$ cat src/rtl/frame_result_packer.sv
// Captures a 64-sample frame plus the top-3 sort results and streams them out as one byte packet.
// Optional trailing XOR checksum byte is enabled by defining FRAME_PACK_CSUM_EN.
module frame_result_packer #(
    parameter int DATA_SIZE   = 4,
    parameter int LENGTH      = 64,
    parameter int LENGTH_SIZE = 6
) (
    input  logic                   clk_i,
    input  logic                   rst_i,
    input  logic [DATA_SIZE-1:0]   FramData_i,
    input  logic [LENGTH_SIZE-1:0] FramAdd_i,
    input  logic                   FramEn_i,
    input  logic                   SortValid_i,
    input  logic [DATA_SIZE-1:0]   MaxCountData1_i,
    input  logic [DATA_SIZE-1:0]   MaxCountData2_i,
    input  logic [DATA_SIZE-1:0]   MaxCountData3_i,
    input  logic [LENGTH_SIZE-1:0] MaxCount1_i,
    input  logic [LENGTH_SIZE-1:0] MaxCount2_i,
    input  logic [LENGTH_SIZE-1:0] MaxCount3_i,
    output logic [7:0]             OutData_o,
    output logic                   OutValid_o,
    input  logic                   OutReady_i,
    output logic                   OutLast_o,
    output logic                   Busy_o,
    output logic                   Overrun_o
);

    localparam logic [2:0] S_IDLE  = 3'd0;
    localparam logic [2:0] S_HDR   = 3'd1;
    localparam logic [2:0] S_FRAME = 3'd2;
    localparam logic [2:0] S_RES   = 3'd3;
`ifdef FRAME_PACK_CSUM_EN
    localparam logic [2:0] S_CSUM  = 3'd4;
    localparam int PKT_LEN = LENGTH / 2 + 8;
`else
    localparam int PKT_LEN = LENGTH / 2 + 7;
`endif
    localparam int FRAME_BYTES = LENGTH / 2;
    localparam int RES_FIRST   = FRAME_BYTES + 1;
    localparam int IDX_W       = $clog2(PKT_LEN);

    logic [2:0]             state_q, state_d, nextState;
    logic [IDX_W-1:0]       byteIdx_q, byteIdx_d, nextIdx;
    logic [7:0]             outData_q, outData_d, nextByte;
    logic                   outValid_q, outValid_d;
    logic                   outLast_q, outLast_d;
    logic                   busy_q, busy_d;
    logic                   overrun_q, overrun_d;
    logic                   frameDone_q, frameDone_d;
    logic                   sortDone_q, sortDone_d;
    logic [DATA_SIZE-1:0]   maxData_q [3];
    logic [DATA_SIZE-1:0]   maxData_d [3];
    logic [LENGTH_SIZE-1:0] maxCount_q [3];
    logic [LENGTH_SIZE-1:0] maxCount_d [3];
    logic [DATA_SIZE-1:0]   frameBuf_q [LENGTH];
    logic [LENGTH_SIZE-2:0] pairIdx;
    logic [2:0]             resOff;
    logic                   transfer;
`ifdef FRAME_PACK_CSUM_EN
    logic [7:0]             csum_q, csum_d;
`endif

    // Frame buffer keeps its contents across reset; only IDLE writes land.
    always_ff @(posedge clk_i) begin
        if (!rst_i && state_q == S_IDLE && FramEn_i) begin
            frameBuf_q[FramAdd_i] <= FramData_i;
        end
    end

    // Byte that follows the one currently presented, looked up from its packet index.
    always_comb begin
        nextIdx   = byteIdx_q + 1'b1;
        pairIdx   = byteIdx_q[LENGTH_SIZE-2:0];
        resOff    = 3'(nextIdx - IDX_W'(RES_FIRST));
        nextByte  = 8'h00;
        nextState = S_IDLE;
        if (nextIdx <= IDX_W'(FRAME_BYTES)) begin
            nextByte  = {frameBuf_q[{pairIdx, 1'b1}], frameBuf_q[{pairIdx, 1'b0}]};
            nextState = S_FRAME;
        end else if (nextIdx < IDX_W'(RES_FIRST + 6)) begin
            nextState = S_RES;
            if (resOff[0]) begin
                nextByte = 8'(maxCount_q[resOff[2:1]]);
            end else begin
                nextByte = 8'(maxData_q[resOff[2:1]]);
            end
        end
`ifdef FRAME_PACK_CSUM_EN
        else begin
            nextByte  = csum_q ^ outData_q;
            nextState = S_CSUM;
        end
`endif
    end

    always_comb begin
        transfer    = outValid_q && OutReady_i;
        state_d     = state_q;
        byteIdx_d   = byteIdx_q;
        outData_d   = outData_q;
        outValid_d  = outValid_q;
        outLast_d   = outLast_q;
        frameDone_d = frameDone_q;
        sortDone_d  = sortDone_q;
        maxData_d   = maxData_q;
        maxCount_d  = maxCount_q;
`ifdef FRAME_PACK_CSUM_EN
        csum_d      = csum_q;
`endif
        overrun_d   = (state_q != S_IDLE) && (FramEn_i || SortValid_i);

        if (state_q == S_IDLE) begin
            if (FramEn_i && FramAdd_i == LENGTH_SIZE'(LENGTH - 1)) begin
                frameDone_d = 1'b1;
            end
            if (SortValid_i) begin
                maxData_d[0]  = MaxCountData1_i;
                maxData_d[1]  = MaxCountData2_i;
                maxData_d[2]  = MaxCountData3_i;
                maxCount_d[0] = MaxCount1_i;
                maxCount_d[1] = MaxCount2_i;
                maxCount_d[2] = MaxCount3_i;
                sortDone_d    = 1'b1;
            end
            if (frameDone_q && sortDone_q) begin
                state_d    = S_HDR;
                byteIdx_d  = '0;
                outData_d  = 8'hA5;
                outValid_d = 1'b1;
                outLast_d  = 1'b0;
`ifdef FRAME_PACK_CSUM_EN
                csum_d     = 8'h00;
`endif
            end
        end else if (transfer) begin
`ifdef FRAME_PACK_CSUM_EN
            csum_d = csum_q ^ outData_q;
`endif
            if (outLast_q) begin
                state_d     = S_IDLE;
                outValid_d  = 1'b0;
                outLast_d   = 1'b0;
                frameDone_d = 1'b0;
                sortDone_d  = 1'b0;
            end else begin
                state_d   = nextState;
                byteIdx_d = nextIdx;
                outData_d = nextByte;
                outLast_d = (nextIdx == IDX_W'(PKT_LEN - 1));
            end
        end

        busy_d = (state_d != S_IDLE);
    end

    always_ff @(posedge clk_i) begin
        if (rst_i) begin
            state_q     <= S_IDLE;
            byteIdx_q   <= '0;
            outData_q   <= 8'h00;
            outValid_q  <= 1'b0;
            outLast_q   <= 1'b0;
            busy_q      <= 1'b0;
            overrun_q   <= 1'b0;
            frameDone_q <= 1'b0;
            sortDone_q  <= 1'b0;
            for (int i = 0; i < 3; i++) begin
                maxData_q[i]  <= '0;
                maxCount_q[i] <= '0;
            end
`ifdef FRAME_PACK_CSUM_EN
            csum_q      <= 8'h00;
`endif
        end else begin
            state_q     <= state_d;
            byteIdx_q   <= byteIdx_d;
            outData_q   <= outData_d;
            outValid_q  <= outValid_d;
            outLast_q   <= outLast_d;
            busy_q      <= busy_d;
            overrun_q   <= overrun_d;
            frameDone_q <= frameDone_d;
            sortDone_q  <= sortDone_d;
            maxData_q   <= maxData_d;
            maxCount_q  <= maxCount_d;
`ifdef FRAME_PACK_CSUM_EN
            csum_q      <= csum_d;
`endif
        end
    end

    assign OutData_o  = outData_q;
    assign OutValid_o = outValid_q;
    assign OutLast_o  = outLast_q;
    assign Busy_o     = busy_q;
    assign Overrun_o  = overrun_q;

endmodule

$ cat config.mk
export PLATFORM = sky130hd
export DESIGN_NAME = frame_result_packer
export DESIGN_NICKNAME = d
export VERILOG_FILES = /design/src/rtl/frame_result_packer.sv
export SDC_FILE = /design/constraint.sdc
export NUM_CORES = 1
export LEC_CHECK = 0
export ABC_AREA = 1
export ABC_CLOCK_PERIOD_IN_PS = 2800
export CAP_MARGIN = 20
export CORE_ASPECT_RATIO = 1.75
export CORE_MARGIN = 2
export CORE_UTILIZATION = 25
export DETAILED_ROUTE_END_ITERATION = 7
export DONT_BUFFER_PORTS = 1
export GPL_ROUTABILITY_DRIVEN = 0
export RECOVER_POWER = 50
export SLEW_MARGIN = 0
export SYNTH_ARGS = -nofsm -noshare
export SYNTH_HDL_FRONTEND = slang
export SYNTH_SLANG_ARGS = --single-unit
$ cat constraint.sdc
create_clock -name clk_i -period 2.8 [get_ports clk_i]
set_clock_uncertainty 0.2 [all_clocks]
set_input_delay 0.42 -clock clk_i [delete_from_list [all_inputs] [get_ports clk_i]]
set_output_delay 0.42 -clock clk_i [all_outputs]
set_load 0.05 [all_outputs]
* After elaboration in Yosys (flattened, before gate mapping) *
Memories as Yosys holds them, arrays and structs flattened. A register that Yosys moved wholly into a read port is not among the register bits.
Cells that the tools add are included.

word-level totals
  input port bits = 45
  bits in registers = 53
  memories kept = 1
  memory bits (writable) = 256
  output and inout bits = 12
  logic and storage cells = 88

operators by class
  reduce and logical (&&, ||, !) cells = 19
  multiplexer cells = 41
  bitwise logic cells = 1
  order comparisons = 3
  equal/unequal tests = 6
  add/sub/neg operators = 2

memory list
  name        depth  width  rd ports  clocked after Yosys merged registers in  write ports  line  RTL
  frameBuf_q  64     4      2         2                                        1            55    logic [DATA_SIZE-1:0] frameBuf_q [LENGTH];

operators with widths
  operator                                                            count
  6-bit 2-to-1 mux                                                    12
  8-bit 2-to-1 mux                                                    5
  1-bit 2-to-1 mux                                                    14
  6-bit binary-select mux with 2-bit select                           1
  6-bit == test, second input constant                                2
  3-bit 2-to-1 mux                                                    4
  3-bit AND reduction                                                 4
  4-bit binary-select mux with 2-bit select                           1
  4-bit 2-to-1 mux                                                    2
  6-bit by 1-bit adder with 6-bit output, second input constant       1
  6-bit less-or-equal comparator, second input constant               1
  1-bit logical AND                                                   6
  6-bit less-than comparator, second input constant                   1
  2-bit by 1-bit != test with 1-bit output, second input constant     3
  3-bit nonzero test                                                  2
  2-bit 2-to-1 mux                                                    2
  2-bit AND reduction                                                 2
  2-bit nonzero test                                                  2
  3-bit greater-or-equal comparator, second input constant            1
  3-bit logical NOT                                                   1
  2-bit NOT with 3-bit output                                         1
  3-bit by 1-bit subtractor with 3-bit output, second input constant  1
  2-bit != test, second input constant                                1
  1-bit logical NOT                                                   1
  1-bit logical OR                                                    1

* Longest topological paths before layout *
Gate-level depths: netlist of run 1.

  depth after elaboration = 12
  mapped depth = 13
  mapped depth without buffers = 11

* Least setup slack after synthesis of run 1 *
OpenSTA, ideal clock, no wires.

  path type = flip-flop to flip-flop
  start point = register byteIdx_q[0]
  end point = register outData_q[1], in the netlist OutData_o[1]
  slack = 0.724 ns
  data arrival time = 1.749 ns
  cell stages (with the launch flop) = 12
  path buffers = 1
  period minus slack after synthesis = 2.076 ns
  cell sequence = dfxtp_1 > buf_4 > clkinv_1 > ha_1 > nor2_1 > nor2_1 > nand2_1 > nand2_1 > nand4_1 > nand2_1 > nor2_1 > nor2_1

on the way
  longest elaborated chain between the ends = 12
  elaborated cells on any way between the ends = 17

ends and longest elaborated chain
  element                                                                                                        line    RTL
  start: declaration                                                                                             43      logic [IDX_W-1:0] byteIdx_q, byteIdx_d, nextIdx;
  start signal: assignment                                                                                       176     byteIdx_q <= byteIdx_d;
  6-bit by 1-bit adder with 6-bit output (*)                                                                     72      nextIdx = byteIdx_q + 1'b1;
  3-bit by 1-bit subtractor with 3-bit output                                                                    74      resOff = 3'(nextIdx - IDX_W'(RES_FIRST));
  2-bit NOT with 3-bit output (implied by the code)                                                              83, 85
  4-bit binary-select mux with 2-bit select / 6-bit binary-select mux with 2-bit select (equally long branches)  85, 83
  4-bit 2-to-1 mux (implied by the code) / 6-bit 2-to-1 mux (equally long branches) (2 in series)                85, 83
  6-bit 2-to-1 mux                                                                                               82      if (resOff[0]) begin
  6-bit 2-to-1 mux                                                                                               80      end else if (nextIdx < IDX_W'(RES_FIRST + 6)) begin
  8-bit 2-to-1 mux (*)                                                                                           77      if (nextIdx <= IDX_W'(FRAME_BYTES)) begin
  8-bit 2-to-1 mux (*)                                                                                           139     if (outLast_q) begin
  8-bit 2-to-1 mux (*)                                                                                           135     end else if (transfer) begin
  8-bit 2-to-1 mux (*)                                                                                           112     if (state_q == S_IDLE) begin
  end signal: assignment                                                                                         177     outData_q <= outData_d;
  end: declaration                                                                                               44      logic [7:0] outData_q, outData_d, nextByte;

Mark *: on every way between the ends. The rest lies on a longest branch, timed or not. The select of a mux whose other input is x is not followed.
A chain may end at the register's enable or synchronous reset.

* Final worst setup path of run 1 *
  start point = register state_q[1]
  end point = register maxCount_q[12] (netlist bit)

on the way
  longest elaborated chain between the ends = 2

ends and longest elaborated chain
  element                               line  RTL
  start: declaration                    42    logic [2:0] state_q, state_d, nextState;
  start signal: assignment              175   state_q <= state_d;
  3-bit logical NOT                     112
  2-bit AND reduction (no source line)  --
  end signal: assignment                185   maxCount_q <= maxCount_d;
  end: declaration                      53    logic [LENGTH_SIZE-1:0] maxCount_q [3];

Every way passes these cells.

==> flow_summary.ini, run 1 <==
[status]
status = finished, violations left
violations = max-capacitance violations, max-slew violations

[place]
place_inst = 1925
dp_hpwl_mm = 22.1
portBuffers = 0

[route]
vias = 9237
antenna_left = 0
drtPass1Iterations = 5
wirelength_mm = 33.8
drc = 0
avgViaCountPerCell = 4.59
post_drt_wl_per_cell_um = 16.8
drt_iter0_markers = 521

[final_layout]
area_growth_pct = 15.8
layout.nets = 1364
layout_common_cells = nand2_1, edfxtp_1, nand3_1
final_cell_count_no_fill = 2012
antenna_cells = 0
layout-drive-gt1-share = 0.0712
final_common_cell = nand2_1

[synth]
ys_top_cells_by_area = edfxtp_1, nand2_1, dfxtp_1
yosysTopAreaCell = edfxtp_1
synth_area_per_cell_um2 = 10.3
synth.top_cell.area_share = 0.582
syn_nets = 1332
synth.distinct_cells = 30
syn_area_um2 = 13200
synth_cells = 1283
ys_ff_latch = 314
yosys_warnings = 0
synth.yosys.seq_area_share = 0.669

[worst_setup_path]
cp.arrival_ns = 2.73
required_ns = 3.02
start_kind = register
r2r_start = state_q[1]
endpoint_kind = register
startpoint = state_q[1]
path_max_fanout = 15
worstSetupPathType = register to register

[die]
ios = 57
initial_core_util = 0.252
rows = 111
core_um2 = 52400
fp.dieW_um = 178
die_area_um2 = 54800
chipHeight_um = 308

[clock_network]
cts_buffer_depth = 3
ctsHtreeMaxLevel = 1
numCtsBuffers = 26
clock_latency_ns = 0.55
cts_tree = built
clkTransAtPathRegs_ns = 0.07
root_buffer = clkbuf_16
cts.sinks = 314

[grt]
grtUsageTotal = 0.122
grt_pass1_vias = 9503
grtUsageMet3 = 0.0251
grt_pass1_wl_mm = 51.1
use_met2 = 0.236
grt-ovfl-total = 0
antenna_found_initial = 0
grt_use_met1 = 0.116
top_usage_layer = met2
grt_max_degree = 80

[min_path]
worstHoldStart = rst_i
min_path_type = input port to register

[job]
cap_violations = 1

[power]
pwr_density_cell_nw_per_um2 = 601
power.total_mw = 9.20
vdd_drop_max_mv = 0.351
power.leakage_nw = 5.36

[sta]
timing.final.crit_share = 0.896
slew_headroom = -0.0155
finalSetupTns_ns = 0
hold_violations = 0
setup-violations-final = 0
rsz0062_at_grt = no
max_freq_ghz = 0.399
worst_slew_pin_slew_ns = 1.52
fin_crit_ns = 2.51
hold_ws_ns = 0.0885
maxSlewViolCount = 129
==> path summary, 6_finish.rpt <==
kind / end / slack [ns] / depth (start not counted)
max: maxCount_q[12] / 0.29 / 7
min: Busy_o / 0.09 / 4
max reg2reg: maxCount_q[12] / 0.29 / 7
min reg2reg: maxCount_q[3] / 0.26 / 2
==> worst max-delay path: stages (launching register included) <==
cell and delay (ns):
dfxtp_1 0.31, nor2_1 0.10, nand2_1 0.13, inv_1 0.41, nand2_1 0.39, nand2_1 0.15
a21oi_1 0.08, dlygate4sd3_1 0.63
==> where the power goes <==
part	total [mW]	switching, mW	internal [mW]
registers	5.09	0.0128	5.08
clock network	3.86	1.64	2.23
logic	0.243	0.171	0.0722
total	9.20	1.82	7.38
==> flip-flops by register name, summed over array words and instances (netlist names), named ones only <==
signal and cells:
Busy_o 1, OutData_o 8, OutLast_o 1, OutValid_o 1, Overrun_o 1, byteIdx_q 6
frameBuf_q 256, frameDone_q 1, maxCount_q 18, maxData_q 12, sortDone_q 1, state_q 3
==> repair_timing <==
| action | in CTS | in global routing |
|---|---|---|
| hold buffers | 40 | 0 |
| buffers inserted | 0 | 0 |
| endpoints found under the setup margin | 0 | 0 |
| endpoints found under the hold margin | 305 | 0 |
| resized for setup | 0 | 0 |
==> Yosys cell counts <==
library cell / n
nand2_1: 316
edfxtp_1: 256
nand3_1: 230
nor2_1: 130
inv_1: 62
dfxtp_1: 58
o21ai_0: 58
a21oi_1: 53
clkbuf_1: 28
buf_2: 26
nand4_1: 10
o211ai_1: 10
buf_4: 7
buf_6: 6
inv_2: 6
ha_1: 4
buf_1: 3
nand2_2: 3
nor2_4: 3
nand4_2: 2
nor2_2: 2
o22ai_1: 2
a22oi_1: 1
a31o_2: 1
clkinv_1: 1
nand3_2: 1
nor2_8: 1
nor3_1: 1
o21ai_1: 1
xnor2_2: 1
==> routing by layer <==
layer / part of all wire / wire length, um / up-vias
met5: 0 / 0 / -
met4: 0.049 / 1640 / 0
met3: 0.060 / 2030 / 81
met2: 0.54 / 18200 / 260
met1: 0.35 / 11900 / 4423
li1: - / - / 4473
==> cell type report <==
type | count | area, um^2
fill | 5305 | 37000
sequential | 314 | 8850
multi-input combinational | 830 | 3740
timing repair buffer | 74 | 707
inverter | 69 | 260
clock inverter | 16 | 213
clock buffer | 31 | 691
tap | 678 | 848
==> per-stage QoR <==
stage	setup WS, ns	cell area [um^2]	utilization
6_report	0.291	15300	0.292
3_5_place_dp	0.509	14000	0.268
5_1_grt	0.192	15300	0.292
2_1_floorplan	0.724	13200	-
3_3_place_gp	0.544	14000	0.268
4_1_cts	0.514	15400	0.294
==> cells by family (layout without fill, tap and decap cells) <==
logic type / Yosys count / count (layout) / synth area share
fa+ha+maj: 4 / 4 / 0.00379
xor+xnor: 1 / 1 / 0.00123
buf+inv: 139 / 190 / 0.0473
flops: 314 / 314 / 0.669
compound gates: 126 / 126 / 0.0503
simple gates: 699 / 699 / 0.228
Power figures use the tool's default switching activity.
==> inputs of run 2 (changes only) <==
--- a/config.mk
+++ b/config.mk
@@ -13,7 +13,7 @@
 export CORE_UTILIZATION = 25
 export DETAILED_ROUTE_END_ITERATION = 7
 export DONT_BUFFER_PORTS = 1
-export GPL_ROUTABILITY_DRIVEN = 0
+export PLACE_DENSITY = 0.37
 export RECOVER_POWER = 50
 export SLEW_MARGIN = 0
 export SYNTH_ARGS = -nofsm -noshare
==> run 2 against run 1 <==
  * The run still ends with max-capacitance violations, max-slew violations left
  * Highest routed layer unchanged
  * Critical path type unchanged
  * Die area unchanged
  * Critical path depth grew 1
  * Worst setup slack got worse by 0.098 ns
  * Largest power group unchanged
  * Hold slack got worse by 0.013 ns
==> flow_summary.ini, run 2 (synthesized netlist as in run 1, its figures left out) <==
[clock_network]
cts_tree = built
ctsHtreeMaxLevel = 1
clock_latency_ns = 0.57
numCtsBuffers = 30
ctsResizeCount = 0
cts.sinks = 314
cts_buffer_depth = 3
clkTransAtPathRegs_ns = 0.06
root_buffer = clkbuf_16

[sta]
timing.final.crit_share = 0.931
setup-violations-final = 0
rsz0062_at_grt = no
worst_slew_pin_slew_ns = 1.66
fin_crit_ns = 2.61
finalSetupTns_ns = 0
max_freq_ghz = 0.384
maxSlewViolCount = 232
slew_headroom = -0.107
hold_violations = 0

[final_layout]
final_common_cell = nand2_1
largest_register = frameBuf_q
largest_register_ffs = 256
antenna_cells = 0
layout-drive-gt1-share = 0.0708
area_growth_pct = 16.1
fin_util = 0.293
layout.nets = 1368
fin_area_um2 = 15300
largestRegisters = frameBuf_q (256), maxCount_q (18), maxData_q (12)
layout_common_cells = nand2_1, edfxtp_1, nand3_1

[place]
portBuffers = 0
gp_congestion = 0.750
dp_hpwl_mm = 26.0
dpl_cell_area_um2 = 14000

[power]
p_seq_frac = 0.548
cellInternalPower_mw = 7.35
power_frac_comb = 0.028
p_clk_frac = 0.425
swShare = 0.210
power.leakage_nw = 5.37
p_switching_mw = 1.95
pwr_density_cell_nw_per_um2 = 607
vdd_drop_max_mv = 0.371

[status]
violations = max-capacitance violations, max-slew violations
status = finished, violations left

[worst_setup_path]
r2r_start = state_q[1]
path_max_fanout = 13
start_kind = register
required_ns = 3.11
endpoint_kind = register
startpoint = state_q[1]
cp.arrival_ns = 2.92
worstSetupPathType = register to register

[die]
die_area_um2 = 54800
chipHeight_um = 308
ios = 57
rows = 111
initial_core_util = 0.252
core_um2 = 52400
fp.dieW_um = 178

[route]
drc = 0
wirelength_mm = 40.9
drtPass1Iterations = 4
antenna_left = 0
avgViaCountPerCell = 4.53
drt_iter0_markers = 418
post_drt_wl_per_cell_um = 20.2
vias = 9154

[min_path]
worstHoldStart = rst_i
min_path_type = input port to register

[grt]
grt-ovfl-total = 0
grt_pass1_wl_mm = 60.1
antenna_found_initial = 0
grt_max_degree = 138
grt_pass1_vias = 9596
grtUsageTotal = 0.149

[job]
cap_violations = 3
[run 2: changes by cell type in the layout (fill, tap and decap cells not counted), moves of 2 or more]
cell,previous run,this run
inv_1,64,62
clkinvlp_4,3,1
clkinv_1,4,6
clkbuf_1,5,13
nand2_2,1,3
bufinv_16,5,2
buf_4,27,21
nand2_1,318,316
inv_2,3,5
clkbuf_16,27,31
[run 2: metrics by stage]
step	instances	setup WS, ns	power [mW]	hold WS, ns
after floorplan	1283	0.724	5.28	0.224
after global placement	1923	0.439	5.33	0.240
after detailed placement	1923	0.453	5.33	0.243
after CTS	2019	0.222	9.45	0.0149
after global routing	2019	0.112	9.60	0.103
final	2019	0.193	9.30	0.0757
[run 2: path summary, 6_finish.rpt]
kind	end	slack, ns	cells after the start
worst max-delay path	maxCount_q[6]	0.19	8
worst min-delay path	Busy_o	0.08	4
worst max register to register	maxCount_q[6]	0.19	8
worst min register to register	maxData_q[5]	0.25	2
[run 2: power groups by stage]
stage	Clock [mW]	Combinational, mW	Sequential (mW)
floorplan	0	0.0929	5.19
global placement	0	0.136	5.19
detailed placement	0	0.137	5.19
CTS	4.08	0.286	5.09
global route	4.22	0.286	5.10
finish	3.95	0.257	5.10
[run 2: cell type report]
cell class                 count  area (um^2)
tap                          678          848
multi-input combinational    830         3740
timing repair buffer          74          708
clock buffer                  40          810
clock inverter                14          116
inverter                      69          260
sequential                   314         8850
fill                        5470        37000
[run 2: critical path, cell delays in order (launching register included)]
cell and delay [ns]:
dfxtp_1 0.31, nor2_1 0.12, nand2_2 0.13, inv_2 0.16
buf_4 0.23, nand3_1 0.08, dlygate4sd3_1 0.57, a21oi_1 0.16
dlygate4sd3_1 0.59
[run 2: per-layer routing]
| metal | global-route usage | vias to the layer above | wire, um |
|---|---|---|---|
| li1 | - | 4482 | - |
| met3 | 0.0182 | 48 | 1430 |
| met1 | 0.155 | 4469 | 15200 |
| met2 | 0.301 | 155 | 23100 |
| met4 | 0.0454 | 0 | 1060 |
| met5 | 0 | - | 0 |
[run 2: what timing repair did]
| action | in CTS | in global routing |
|---|---|---|
| endpoints found under the hold margin | 305 | 0 |
| buffers inserted | 0 | 0 |
| hold buffers | 42 | 0 |
| setup endpoints to repair | 0 | 0 |
==> inputs of run 3 (changes only) <==
--- a/config.mk
+++ b/config.mk
@@ -11,6 +11,7 @@
 export CORE_ASPECT_RATIO = 1.75
 export CORE_MARGIN = 2
 export CORE_UTILIZATION = 25
+export CTS_BUF_LIST = sky130_fd_sc_hd__clkbuf_4 sky130_fd_sc_hd__clkbuf_8
 export DETAILED_ROUTE_END_ITERATION = 7
 export DONT_BUFFER_PORTS = 1
 export PLACE_DENSITY = 0.37
==> run 3 against run 2 <==
  * Power is 3.8% lower
  * Hold slack lost 0.014 ns
  * Sequential power is essentially flat
  * Clock-buffer cell count rose by 23
  * Clock power shrank 8.9%
  * Final area decreased by 0.30%
  * Core utilization shrank 0.088 points
  * Non-clock buffer count grew 1
  * Routed wire length up 0.60%
  * Critical path depth unchanged
  * Fmax is 0.80% higher
  * The flow still finishes with violations (max-capacitance violations, max-slew violations)
  * Largest power group unchanged
==> flow_summary.ini, run 3 (synthesized netlist as in run 1, its figures left out) <==
[final_layout]
final_common_cell = nand2_1
area_growth_pct = 15.7
largest_register = frameBuf_q
largestRegisters = frameBuf_q (256), maxCount_q (18), maxData_q (12)
layout-drive-gt1-share = 0.0936
nFillCells = 5496
layout_common_cells = nand2_1, edfxtp_1, nand3_1
layout.nets = 1386
fin_util = 0.292
ff_latch_area_um2 = 8850
multi_input_area_um2 = 3740
largest_register_ffs = 256

[clock_network]
cts_buffer_depth = 3
ctsHtreeMaxLevel = 2
cts_setup_buffers = 0
cts_tree = built
clkTransAtPathRegs_ns = 0.07
root_buffer = clkbuf_8
numCtsBuffers = 47
cts.sinks = 314
clock_latency_ns = 0.59

[status]
status = finished, violations left
violations = max-capacitance violations, max-slew violations

[place]
place_ws_ns = 0.453
portBuffers = 0
dp_hpwl_mm = 26.0
gp_congestion = 0.750

[sta]
final.setup.worst_slack_ns = 0.213
fin_crit_ns = 2.59
maxSlewViolCount = 286
hold_violations = 0
setup-violations-final = 0
finalSetupTns_ns = 0
worst_slew_pin_slew_ns = 1.61
slew_headroom = -0.0734
max_freq_ghz = 0.387
timing.final.crit_share = 0.924
rsz0062_at_grt = no

[worst_setup_path]
cp_slowest_cell = dlygate4sd3_1
endpoint_kind = register
cp_common_cell = dlygate4sd3_1
cp.arrival_ns = 2.92
path_max_fanout = 13
worstSetupPathType = register to register
required_ns = 3.13
slowest_delay_ns = 0.58
start_kind = register
cp_cell_sequence = nor2_1, nand2_2, inv_2, buf_4, nand3_1, dlygate4sd3_1, a21oi_1, dlygate4sd3_1

[die]
core_um2 = 52400
chipHeight_um = 308
initial_core_util = 0.252
ios = 57
fp.dieW_um = 178
rows = 111
die_area_um2 = 54800

[grt]
grt-ovfl-total = 0
grt_pass1_wl_mm = 60.6
antenna_found_initial = 1
grt_max_degree = 138
grtUsageTotal = 0.150
grt_pass1_vias = 9775

[job]
cap_violations = 5

[route]
drc = 0
drt_iter0_markers = 520
wirelength_mm = 41.1
post_drt_wl_per_cell_um = 20.1
vias = 9271
avgViaCountPerCell = 4.53
drtPass1Iterations = 5
antenna_left = 0

[power]
vdd_drop_max_mv = 0.263
pwr_density_cell_nw_per_um2 = 586
power.leakage_nw = 5.39

[min_path]
min_path_type = input port to register
-- run 3: power breakdown --
group	internal [mW]	switching (mW)
Clock	1.82	1.78
Combinational	0.0743	0.184
Sequential	5.08	0.0130
Total	6.97	1.98
-- run 3: stage by stage --
stage / std cells / hold slack (ns) / instance area, um^2 / power, mW
2_1_floorplan: 1283 / 0.224 / 13200 / 5.28
3_3_place_gp: 1923 / 0.240 / 14000 / 5.33
3_5_place_dp: 1923 / 0.243 / 14000 / 5.33
4_1_cts: 2045 / 0.0179 / 15400 / 9.13
5_1_grt: 2046 / 0.0681 / 15300 / 9.29
6_report: 2046 / 0.0614 / 15300 / 8.96
-- run 3: worst max-delay path: cells and delay by family, from the launching register on --
kind	cells	cell delay, ns
buffers and inverters	4	1.54
AND/OR/NAND/NOR	3	0.33
flip-flops	1	0.31
AO/OA/AOI/OAI	1	0.15
-- run 3: per-layer routing --
metal | part of all wire | GRT usage | wire length [um]
met5 | 0 | 0 | 0
met1 | 0.36 | 0.151 | 14900
met3 | 0.042 | 0.0249 | 1740
met4 | 0.035 | 0.0620 | 1430
met2 | 0.56 | 0.298 | 23100
-- run 3: worst paths after layout --
check / slack (ns) / startpoint / cells after the start / end
setup / recovery: 0.21 / state_q[1] / 8 / maxCount_q[6]
hold / removal: 0.06 / rst_i / 4 / Overrun_o
setup reg to reg: 0.21 / state_q[1] / 8 / maxCount_q[6]
hold reg to reg: 0.25 / maxData_q[5] / 2 / maxData_q[5]
-- run 3: cell type report --
| cell class | instances | area share |
|---|---|---|
| antenna | 1 | 0.000164 |
| clock buffer | 63 | 0.0514 |
| clock inverter | 16 | 0.00532 |
| multi-input combinational | 830 | 0.245 |
| sequential | 314 | 0.579 |
| inverter | 69 | 0.0170 |
| timing repair buffer | 75 | 0.0470 |
| tap | 678 | 0.0555 |
-- run 3: what timing repair did --
item / 4_1_cts / 5_1_grt
resized for setup: 0 / 0
hold endpoints to repair: 305 / 0
hold buffers: 43 / 0
